File: config.mk
export PLATFORM = sky130hd
export DESIGN_NAME = method_stream_adapter
export DESIGN_NICKNAME = d
export VERILOG_FILES = /design/src/rtl/method_stream_adapter.sv
export SDC_FILE = /design/constraint.sdc
export NUM_CORES = 1
export LEC_CHECK = 0
export CORE_ASPECT_RATIO = 1.75
export CORE_MARGIN = 2
export CORE_UTILIZATION = 52
export DETAILED_ROUTE_END_ITERATION = 8
export HOLD_SLACK_MARGIN = 0.05
export PLACE_DENSITY_LB_ADDON = 0.12
export SYNTH_ARGS = -nofsm -noshare
export SYNTH_HDL_FRONTEND = slang
export SYNTH_SLANG_ARGS = --single-unit
export TNS_END_PERCENT = 20
File: constraint.sdc
create_clock -name CLK -period 3.74 [get_ports CLK]
set_input_delay 1.122 -clock CLK [delete_from_list [all_inputs] [get_ports CLK]]
set_output_delay 1.122 -clock CLK [all_outputs]
set_load 0.005 [all_outputs]
File: src/rtl/method_stream_adapter.sv
// method_stream_adapter: turns a BSV ActionValue method (RDY_/EN_/result)
// into a valid/ready stream backed by a DEPTH-entry FIFO. The payload is
// NUM_FIELDS fields of FIELD_W bits, and field 0 sits in the MSBs.
// Optional statistics counters: define METHOD_STREAM_ADAPTER_STATS_EN.
//
// Handshake: the BSV side fires (EN_m=1) only when RDY_m=1 and the FIFO can
// take an entry this cycle. The stream side transfers on any edge where
// out_valid & out_ready are both 1. out_valid does not depend on out_ready.
// EN_m may depend on out_ready, because a full FIFO that pops in the same
// cycle can also accept a push.
module method_stream_adapter #(
  parameter int FIELD_W    = 4,
  parameter int NUM_FIELDS = 3,
  parameter int DEPTH      = 4,
  localparam int RES_W     = FIELD_W * NUM_FIELDS,
  localparam int CNT_W     = $clog2(DEPTH + 1)
) (
  input  logic             CLK,
  input  logic             RST,
  input  logic             RDY_m,
  output logic             EN_m,
  input  logic [RES_W-1:0] m_result,
  input  logic             flush,
  output logic             out_valid,
  input  logic             out_ready,
  output logic [RES_W-1:0] out_data,
`ifdef METHOD_STREAM_ADAPTER_STATS_EN
  output logic [31:0]      stat_pushes,
  output logic [31:0]      stat_pops,
  output logic [31:0]      stat_full_stalls,
`endif
  output logic [CNT_W-1:0] count
);

  localparam int PTR_W = $clog2(DEPTH);

  logic [RES_W-1:0] mem [DEPTH];
  logic [PTR_W-1:0] wptr;
  logic [PTR_W-1:0] rptr;
  logic             space;
  logic             push;
  logic             pop;

  // A slot is free when not full, or when the head leaves in this same cycle.
  assign space     = (count < CNT_W'(DEPTH)) | (out_valid & out_ready);
  assign EN_m      = RDY_m & ~RST & ~flush & space;
  assign push      = EN_m;
  // A flush discards any pop presented in the same cycle.
  assign pop       = out_valid & out_ready & ~flush & ~RST;
  assign out_valid = (count != '0);
  assign out_data  = mem[rptr];

  // Storage, pointers and occupancy. RST beats flush, and flush beats push/pop.
  always_ff @(posedge CLK) begin
    if (RST) begin
      count <= '0;
      wptr  <= '0;
      rptr  <= '0;
      for (int i = 0; i < DEPTH; i++) mem[i] <= '0;
    end else if (flush) begin
      count <= '0;
      wptr  <= '0;
      rptr  <= '0;
    end else begin
      if (push) begin
        mem[wptr] <= m_result;
        wptr      <= wptr + 1'b1;
      end
      if (pop) rptr <= rptr + 1'b1;
      case ({push, pop})
        2'b10:   count <= count + 1'b1;
        2'b01:   count <= count - 1'b1;
        default: count <= count;
      endcase
    end
  end

`ifdef METHOD_STREAM_ADAPTER_STATS_EN
  logic full_stall;
  assign full_stall = RDY_m & ~RST & ~flush & ~space;

  // Saturating event counters. They clear only on RST and ignore flush.
  always_ff @(posedge CLK) begin
    if (RST) begin
      stat_pushes      <= '0;
      stat_pops        <= '0;
      stat_full_stalls <= '0;
    end else begin
      if (push && stat_pushes != 32'hFFFF_FFFF) stat_pushes <= stat_pushes + 32'd1;
      if (pop && stat_pops != 32'hFFFF_FFFF) stat_pops <= stat_pops + 32'd1;
      if (full_stall && stat_full_stalls != 32'hFFFF_FFFF)
        stat_full_stalls <= stat_full_stalls + 32'd1;
    end
  end
`endif

endmodule

==> impl_metrics.yaml <==
synthesis:
  synth.cell_area_um2: 2580
  synth_fp_nets: 190
  synth.distinct_cells: 31
  synth_edf_count: 48
  ys_warn_count: 0
  netlist_instances: 171
  synth_seq_cells: 57
  avgSynthCellArea_um2: 15.1
  async_flop_share_pct: 0
  yosysSeqAreaShare_pct: 62.9
  dominantRegCellSynth: "edfxtp_1"
cells_and_area:
  diodes: 0
  drive_gt1_share_pct: 20.0
  nFillCells: 349
  area_delta_synth_final_pct: 24.4
  finalNetCount: 239
  final_cell_mix: "48 x and2_1, 48 x edfxtp_1, 32 x clkdlybuf4s50_1"
  stdcell_count: 277
  register_area_um2: 1620
  multi_input_area_um2: 887
setup_path:
  crit_path_max_incr_delay_ps: 410
  crit_type: "in2out"
  start_kind: "input pin"
  path_cells: "clkdlybuf4s50_1 -> or2_1 -> nor3_4 -> dlymetal6s2s_1"
  slowest_stage: "clkdlybuf4s50_1"
  arrival_ps: 2200
  critPathMaxFanout: 2
  critPathCaptureType: "primary output"
  cp.required_ps: 2620
detailed_routing:
  top_layer: "met4"
  drtIter0Drc: 34
  wl_per_cell_um: 17.3
  dr.pass1.iters: 4
  wl_met2_um: 2820
  postRouteAntennaNets: 0
  wl_met3_um: 106
  vias_per_cell: 5.40
  drt-total-wl_um: 4790
  vias: 1495
  wl_met1_um: 1750
  drc_errors: 0
run:
  cap_violations: 0
floorplanning:
  rows: 33
  die_area_um2: 5560
  start_util_pct: 54.3
  die_w_um: 57.2
  die_y_um: 97.1
  core_area_um2: 4750
  ios: 34
timing:
  layout_setup_ws_ps: 418
  max-slew-margin-rel_pct: 57.0
  tightest_slew_ps: 644
  hold_viol: 0
  finalSetupTns_ps: 0
  finClkSkew_ps: 3.76
  min_period_ps: 3320
  rsz0062_at_grt: "false"
  finalCritPeriodShare_pct: 88.8
  drv_slew: 0
  setup_viol: 0
  fmax_mhz: 301
placement:
  io_buffers: 33
  dp_hpwl_um: 3300
  gp_congestion: 0.690
  dp_slack_ps: 20.3
  dpl.cell_count: 261
global_routing:
  grt_use_total_pct: 19.6
  grt_max_degree: 14
  grt_pass1_wl_um: 7870
  overflow: 0
  grt_pass1_vias: 1692
  antenna_found_initial: 0
clock_network:
  cts_setup_buffers: 0
  clk_pin_slew_ps: 60
  cts_tree: "done"
  cts-root-buf: "clkbuf_8"
  clock_latency_ps: 320
  cts_made_buffers: 9
  htreeDepth: 3
  cts_sinks: 57
  cts_buffer_depth: 2
  cts_hold_buffers: 0
worst_hold_path:
  hp-class: "reg2reg"
power:
  p_per_area_nw_per_um2: 420
  vdd_ir_drop_max_mv: 0.292
  cellLeakagePower_uw: 0.00118
outcome:
  outcome: "completed"
==> synthesized netlist by cell type, drive strengths merged, types with 3 or more instances <==
library cell | n | area (µm²)
or3 | 3 | 18.8
nor2 | 8 | 30.0
a21oi | 3 | 15.0
and2 | 48 | 300
buf | 6 | 47.5
inv | 5 | 18.8
mux4 | 12 | 270
edfxtp | 48 | 1440
or2 | 4 | 25.0
xor2 | 4 | 35.0
dfxtp | 9 | 180
==> registers in the layout (all words and copies together), names as in the netlist, named ones only <==
signal  flops
rptr        2
mem        48
count       3
wptr        2
==> final cells by class <==
| class | count | share of cell area [%] |
|---|---|---|
| flip-flops and latches | 57 | 50.6 |
| multi-input cells | 101 | 27.7 |
| repair buffers | 45 | 13.2 |
| clock buffers | 9 | 3.87 |
| well taps | 52 | 2.03 |
| clock inverters | 7 | 1.91 |
| inverters | 6 | 0.703 |
==> kinds of logic (layout without fill, tap and decap cells) <==
kind of cell / count (synthesis) / count (layout) / synth area share (%)
and+or+nand+nor: 74 / 74 / 18.7
DFF: 57 / 57 / 62.9
buffers and inverters: 13 / 67 / 2.87
muxes: 12 / 12 / 10.5
AOI/OAI and AO/OA: 9 / 9 / 2.33
xor gates and xnor gates: 4 / 4 / 1.36
adders and majority gates: 2 / 2 / 1.26
==> metal layers <==
layer  track usage [%]  vias up
met2              36.7       31
met3              2.53        8
li1                  -      719
met5                 0        -
met1              19.4      737
met4              11.8        0
==> final timing paths <==
check | startpoint | endpoint | slack, ps | depth (start not counted)
worst max-delay path | RST | EN_m | 420 | 4
worst min-delay path | rptr[0] | rptr[0] | 540 | 2
worst max register to register | count[2] | count[2] | 1490 | 10
worst min register to register | rptr[0] | rptr[0] | 540 | 2
==> through the flow <==
stage	util [%]	hold WS, ps	total power, µW	area (µm²)
finish	67.5	538	1350	3200
global route	67.5	569	1400	3200
CTS	67.3	540	1360	3200
detailed placement	63.4	524	832	3010
global placement	63.4	507	827	3010
floorplan	-	480	774	2580
==> what timing repair did <==
action	4_1_cts	5_1_grt
endpoints found under the hold margin	0	0
endpoints found under the setup margin	0	1
gates resized for setup	0	2
==> worst max-delay path, delay by kind of cell <==
kind	cells	cell delay [ps]
buffers and inverters	2	560
AND/OR/NAND/NOR	2	510
==> power breakdown <==
group / switching, µW / internal (µW) / leakage, µW / total, µW
clock network: 230 / 300 / 0.0000962 / 529
logic: 42.2 / 53.9 / 0.000516 / 96.1
registers: 7.18 / 714 / 0.000568 / 721
total: 279 / 1070 / 0.00118 / 1350
Note: power is estimated with default switching activity, not from simulation.
